--- config.mk ---
export PLATFORM = sky130hd
export DESIGN_NAME = reg_scan_flat
export DESIGN_NICKNAME = d
export VERILOG_FILES = /design/src/rtl/reg_scan_if.sv /design/src/rtl/reg_scan.sv /design/src/flat_wrapper.sv
export SDC_FILE = /design/constraint.sdc
export NUM_CORES = 1
export LEC_CHECK = 0
export ABC_AREA = 1
export CAP_MARGIN = 25
export CORE_MARGIN = 2
export CORE_UTILIZATION = 55
export CTS_BUF_LIST = sky130_fd_sc_hd__clkbuf_4 sky130_fd_sc_hd__clkbuf_8 sky130_fd_sc_hd__clkbuf_16
export DETAILED_ROUTE_END_ITERATION = 8
export PLACE_DENSITY = 0.83
export SLEW_MARGIN = 10
export SYNTH_ARGS = -nofsm -noshare
export SYNTH_HDL_FRONTEND = slang
export SYNTH_SLANG_ARGS = --single-unit
--- constraint.sdc ---
create_clock -name clk100m -period 4.1 [get_ports clk100m]
set_clock_uncertainty 0.1 [all_clocks]
set_input_delay 0.41 -clock clk100m [delete_from_list [all_inputs] [get_ports clk100m]]
set_output_delay 0.41 -clock clk100m [all_outputs]
set_load 0.03 [all_outputs]
--- src/rtl/reg_scan_if.sv ---
// reg_scan port bundle: CPU debug read bus, display read port,
// scan control and change-mask status.
interface reg_scan_if;
  logic        scan_en;
  logic [4:0]  regadd;
  logic [3:0]  regdata;
  logic [4:0]  rd_addr;
  logic [3:0]  rd_data;
  logic        frame_done;
  logic        clr_chg;
  logic [31:0] chg_mask;

  modport master (
    output scan_en, regdata, rd_addr, clr_chg,
    input  regadd, rd_data, frame_done, chg_mask
  );

  modport slave (
    input  scan_en, regdata, rd_addr, clr_chg,
    output regadd, rd_data, frame_done, chg_mask
  );
endinterface

--- src/rtl/reg_scan.sv ---
// Register-file scanner: walks regadd 0..31, snapshots regdata per entry.
// Optional change tracking is enabled by defining REG_SCAN_CHANGE_EN.
module reg_scan #(
  parameter int SETTLE = 2
) (
  input logic     clk100m,
  input logic     rst,
  reg_scan_if.slave bus
);

  typedef enum logic [1:0] {
    ST_IDLE,
    ST_SETTLE,
    ST_CAPTURE
  } state_t;

  localparam logic [3:0] LAST = 4'(SETTLE - 1);

  state_t      state;
  logic [3:0]  cnt;
  logic [4:0]  addr;
  logic [3:0]  mem [32];
  logic        done;
  logic [3:0]  rdq;
  logic [31:0] chg;
  logic        cap;

  assign cap = (state == ST_CAPTURE);

  // rd_data samples mem before any same-edge capture write lands
  always_ff @(posedge clk100m) begin
    if (!rst) begin
      state <= ST_IDLE;
      cnt   <= '0;
      addr  <= '0;
      done  <= 1'b0;
      rdq   <= '0;
      for (int i = 0; i < 32; i++)
        mem[i] <= '0;
    end else begin
      done <= 1'b0;
      rdq  <= mem[bus.rd_addr];
      unique case (state)
        ST_IDLE: begin
          addr <= '0;
          cnt  <= '0;
          if (bus.scan_en)
            state <= ST_SETTLE;
        end
        ST_SETTLE: begin
          if (cnt == LAST)
            state <= ST_CAPTURE;
          else
            cnt <= cnt + 4'd1;
        end
        ST_CAPTURE: begin
          mem[addr] <= bus.regdata;
          cnt       <= '0;
          if (addr == 5'd31) begin
            done  <= 1'b1;
            addr  <= '0;
            state <= bus.scan_en ? ST_SETTLE
                                 : ST_IDLE;
          end else begin
            addr  <= addr + 5'd1;
            state <= ST_SETTLE;
          end
        end
        default: state <= ST_IDLE;
      endcase
    end
  end

`ifdef REG_SCAN_CHANGE_EN
  logic [31:0] set_v;

  always_comb begin
    set_v = '0;
    if (cap && (bus.regdata != mem[addr]))
      set_v[addr] = 1'b1;
  end

  // a bit being set on the clearing edge survives the clear
  always_ff @(posedge clk100m) begin
    if (!rst)
      chg <= '0;
    else if (bus.clr_chg)
      chg <= set_v;
    else
      chg <= chg | set_v;
  end
`else
  logic unused_chg;
  assign unused_chg = bus.clr_chg ^ cap;
  assign chg = '0;
`endif

  assign bus.regadd     = addr;
  assign bus.rd_data    = rdq;
  assign bus.frame_done = done;
  assign bus.chg_mask   = chg;

endmodule

--- src/flat_wrapper.sv ---
// flat-port wrapper written by rule: the top's interface ports become plain ports
module reg_scan_flat 
#(
  parameter int SETTLE = 2
)
  (clk100m, rst, bus_scan_en, bus_regdata, bus_rd_addr, bus_clr_chg, bus_regadd, bus_rd_data, bus_frame_done, bus_chg_mask);
  reg_scan_if bus_i ();
  input logic clk100m;
  input logic rst;
  input wire logic [$bits(bus_i.scan_en)-1:0] bus_scan_en;
  input wire logic [$bits(bus_i.regdata)-1:0] bus_regdata;
  input wire logic [$bits(bus_i.rd_addr)-1:0] bus_rd_addr;
  input wire logic [$bits(bus_i.clr_chg)-1:0] bus_clr_chg;
  output wire logic [$bits(bus_i.regadd)-1:0] bus_regadd;
  output wire logic [$bits(bus_i.rd_data)-1:0] bus_rd_data;
  output wire logic [$bits(bus_i.frame_done)-1:0] bus_frame_done;
  output wire logic [$bits(bus_i.chg_mask)-1:0] bus_chg_mask;
  assign bus_i.scan_en = bus_scan_en;
  assign bus_i.regdata = bus_regdata;
  assign bus_i.rd_addr = bus_rd_addr;
  assign bus_i.clr_chg = bus_clr_chg;
  assign bus_regadd = bus_i.regadd;
  assign bus_rd_data = bus_i.rd_data;
  assign bus_frame_done = bus_i.frame_done;
  assign bus_chg_mask = bus_i.chg_mask;
  reg_scan #(.SETTLE(SETTLE)) u_core (.clk100m(clk100m), .rst(rst), .bus(bus_i));
endmodule
---- Word level (Yosys, flattened, before mapping) ----
Memories as Yosys holds them, arrays and structs flattened. A register that Yosys moved wholly into a read port is not among the register bits.
Index checks and enable logic that the tools add are counted.
cells by class
  div/mod/pow operators ................... 0
  add/subtract/negate cells ............... 2
  equal/unequal tests ..................... 7
  bitwise logic cells ..................... 0
  multiply operators ...................... 0
  shift-type cells ........................ 0
  reductions and logical operators ........ 9
  mux-type cells .......................... 17
  magnitude comparators ................... 0
operators by type and width
  cell                                                   count
  two-way mux 5 bit                                      2
  one-hot mux 5 bit (2 select lines)                     1
  two-way mux 4 bit                                      2
  one-hot mux 4 bit (2 select lines)                     1
  two-way mux 1 bit                                      7
  two-way mux 2 bit                                      3
  one-hot mux 2 bit (3 select lines)                     1
  AND reduction 2 bit                                    3
  adder 5 x 1 -> 5 bit, second input constant            1
  == test 5 bit, second input constant                   1
  adder 4 x 1 -> 4 bit, second input constant            1
  == test 4 x 1 -> 1 bit, second input constant          1
  inequality test 2 bit, second input constant           2
  nonzero test 2 bit                                     2
  OR reduction 4 bit                                     1
  == test 2 x 1 -> 1 bit, second input constant          1
  == test 2 bit, second input constant                   1
  zero test 2 bit                                        1
  inequality test 2 x 1 -> 1 bit, second input constant  1
  OR reduction 2 bit                                     1
  zero test 1 bit                                        1
storage, ports and cells
  ROM bits ................................ 0
  bits in latches ......................... 0
  register bits ........................... 12
  logic and storage cells ................. 40
  RAM bits ................................ 128
  memories kept ........................... 1
  output and inout port bits .............. 42
  input port bits ......................... 13
memory list
  name        depth  width  read ports  clocked after Yosys merged registers in  write ports  line            source
  u_core.mem  32     4      1           1                                        32           reg_scan.sv:22  logic [3:0] mem [32];

---- Depth between registers and ports, before layout ----
  depth in word-level cells ............... 6
  gate-level depth with buffers ........... 10
  mapped depth without buffers ............ 9

---- Worst setup path after synthesis ----
OpenSTA, ideal clock, no wires.
  path kind ............................... flip-flop to flip-flop
  start point ............................. reg u_core.addr[2], in the netlist u_core.bus.regadd[2]
  end point ............................... mem u_core.mem[12][0] (enable)
  arrival time ............................ 1421 ps
  slack ................................... 2271 ps
  stages on the path, launching flop included .. 5
  library setup time ...................... 308 ps
  cell sequence ........................... dfxtp_1 > inv_1 > nor3_1 > nand2_1 > nand2_1
RTL lines
  element                 line            source
  from (decl)             reg_scan.sv:21  logic [4:0] addr;
  from (signal assigned)  reg_scan.sv:65  addr <= addr + 5'd1;
  to (decl)               reg_scan.sv:22

==> metrics.sh <==
CTS_TREE='yes'
FIRST_GLOBAL_VIAS=4783
POSTLAYOUTSETUPSLACKWORST_PS=1780
RSZ0062_AT_GRT='no'
GLOBAL_ROUTE.OVERFLOW_TOTAL=0
CTS-ROOT-BUF='clkbuf_16'
VIASPERCELL=5.35
DRT_WL_TOTAL_UM=14700
GP_CONGESTION=0.802
LEAKAGE_nW=3.13
CTS.REPORTEDPATHS.CLKPINSLEW_PS=50
AVGSYNTHCELLAREA_UM2=9.02
NUM_IO_PINS=55
SHARE_OF_SYNTHESIZED_AREA_OCCUPIED_BY_FLIP_FLOPS_AND_LATCHES_PCT=59.8
FINALHOLDVIOLATIONS=0
TIMING_MAX_TRANSITION_VIOLATIONS_FINAL=0
ROUTE.ANTENNA.REMAINING_NETS=0
WORST-SLEW-PIN-TRANSITION_PS=956
COREAREA_MM2=0.0125
CORE.ROWCOUNT=41
DETAIL_ROUTE.DRC_VIOLATIONS=0
CTS.REPAIR.RESIZED=0
DPL.HPWL_UM=8900
SYNTHFLOPTYPE='edfxtp_1'
TIMING.MAX_SLEW.REL_SLACK_PCT=36.2
SYNTH_ENABLE_FLOP_CELLS=128
FINAL_LAYOUT_SIZE_SUFFIX_GT1_SHARE_PCT=6.31
STATUS='completed'
MOST_AREA_HUNGRY_CELL_TYPE_IN_THE_YOSYS_NETLIST='edfxtp_1'
CRITPATHKIND='reg -> reg'
SYNTH_TO_FINAL_AREA_CHANGE_PCT=10.9
HOLD_PATH_CLASS='reg -> reg'
SYNTH.YOSYS.WARNINGS=0
POSTLAYOUTCOREUTIL_PCT=61.9
PRE_CTS_WS_PS=1610
VDD_IR_DROP_MAX_V=0.000243
DRT_PASS_1_ITERS=5
SYNTH_AREA_MM2=0.00696
POST-ROUTE-MIN-PERIOD_PS=2320
PLACEMENT.CELL_AREA_MM2=0.00712
FLOORPLAN.DIE.HEIGHT_UM=116
OVERALL_TRACK_DEMAND_OVER_CAPACITY_IN_GLOBAL_ROUTING_PCT=23.5
PLACEMENT.IO_BUFFERS=21
BUFFERS_INSERTED_BY_POST_CTS_TIMING_REPAIR=0
LAYOUT_WORST_PATH_CYCLE_SHARE_PCT=56.5
DRT_ITER0_MARKERS=621
FINAL_CELL_MIX='nand2_1, nor2_1, edfxtp_1, nand3_1, conb_1'
NETLIST_TOP_CELLS_AREA='edfxtp_1, nand2_1, nor2_1, nand3_1, dfxtp_1'
LAYOUT.NETS=800
MOSTFREQUENTLAYOUTCELL='nand2_1'
CTSHOLDBUFFERS=0
FMAXACHIEVABLE_MHz=432
ANTENNA_FOUND_INITIAL=0
WORST_SKEW_PAIR.LATE_LATENCY_PS=430
SYNTH_CELL_TYPE_COUNT=24
SYNTHESIS.INSTANCES=771
ANTENNA-DIODE-COUNT=0
REQUIRED_TIME_OF_THE_CRITICAL_PATH_PS=4120
INITIAL_UTILIZATION_PCT=55.8
MAX_CAP_VIOLATION_COUNT=0
TIMING.FINAL.SETUP_VIOLATIONS=0
TIMING.CRITICAL_PATH.FANOUT_MAX=8
SETUP.WORST_PATH.END_CLASS='flip-flop'
LAYOUT.CELL_AREA.NON_FILLER_MM2=0.00772
DIE_W_UM=116
YOSYS.AREA.TOP_TYPE_SHARE_PCT=55.2
CTS_SINKS=144
FINAL.SETUP.TNS_PS=0
CRITICAL_PATH_ARRIVAL_PS=2340
POWER_PER_CELL_AREA_mW_PER_MM2=443
ROUTE.VIAS.TOTAL=5158
DIE_AREA_MM2=0.0136
NUMBER_OF_SYNTHESIZED_REGISTER_BITS=144
FILLERINSTANCES=1029
CTS-HTREE-LEVELS=4
GRT_MAX_DEGREE=65
GRT_PASS1_WL_UM=23600
CTSLONGESTPATHBUFFERS=2
POSTSYNTH.ASYNCRESETSHARE_PCT=0
WIRE_PER_INST_UM=15.2
CRIT_PATH_START_KIND='flip-flop'
CTS_MADE_BUFFERS=17
-- area by class of cell --
cell class                 instances  area, um^2  area share (%)
clock buffer                      27         544            7.05
clock inverter                     5        27.5           0.357
sequential                       144        4160            54.0
timing repair buffer              30         285            3.70
multi-input combinational        559        2370            30.8
tap                              172         215            2.79
inverter                          28         105            1.36
-- metal layers --
layer / vias to the layer above / GRT usage, % / share of wire [%]
met4: 0 / 11.3 / 2.6
met1: 2371 / 29.9 / 41
li1: 2501 / - / -
met5: - / 0 / 0
met2: 247 / 39.2 / 49
met3: 39 / 4.36 / 7.3
-- flip-flops by register name, summed over array words and instances (netlist names) --
register               cells
u_core.cnt                 4
u_core.bus.regadd          5
u_core.state               2
u_core.mem               128
u_core.bus.rd_data         4
u_core.bus.frame_done      1
-- synthesized netlist by cell type, types with 2 or more instances --
cell and count:
dfxtp_1 16, inv_1 22, clkinv_1 2, ha_1 7, edfxtp_1 128, buf_2 14
a21oi_1 5, nor3_1 11, buf_4 39, nand3_1 92, nand4_1 2, nand2_1 230
o21ai_0 14, nor2_1 155, o21a_1 2, inv_2 4, nor2_4 4, clkbuf_1 18
-- worst paths after layout --
kind / from / depth (start not counted) / end / slack, ps
worst min register to register: u_core.cnt[3] / 2 / u_core.cnt[3] / 360
worst max-delay path: u_core.bus.regadd[2] / 4 / u_core.mem[7][2] / 1780
worst min-delay path: u_core.cnt[3] / 2 / u_core.cnt[3] / 360
worst max register to register: u_core.bus.regadd[2] / 4 / u_core.mem[7][2] / 1780
-- worst max-delay path, stage by stage, from the launching register on --
cell and delay [ps]:
dfxtp_1 500, inv_1 210, nor3_1 680, nand2_1 290, nand2_1 230
-- logic make-up (layout without fill, tap and decap cells) --
logic type                 after synthesis  count (layout)  share of synthesized area, %
and+or+nand+nor                        494             494                          29.0
adders and majority gates                7               7                          1.26
buffers and inverters                   99              90                          7.70
other                                    1              32                        0.0539
DFF                                    144             144                          59.8
AOI/OAI and AO/OA                       25              25                          2.01
xor gates and xnor gates                 1               1                         0.126
-- stage by stage --
stage	std cells	power, mW	hold WS, ps
after global routing	965	3.53	393
after CTS	964	3.43	369
final	965	3.42	359
after floorplan	802	1.93	339
after detailed placement	932	1.98	361
after global placement	932	1.98	351
-- power by group --
group / switching, mW / internal, mW
clock: 0.559 / 0.901
sequential: 0.0199 / 1.66
combinational: 0.207 / 0.0721
total: 0.786 / 2.63
Note: power is estimated with default switching activity, not from simulation.
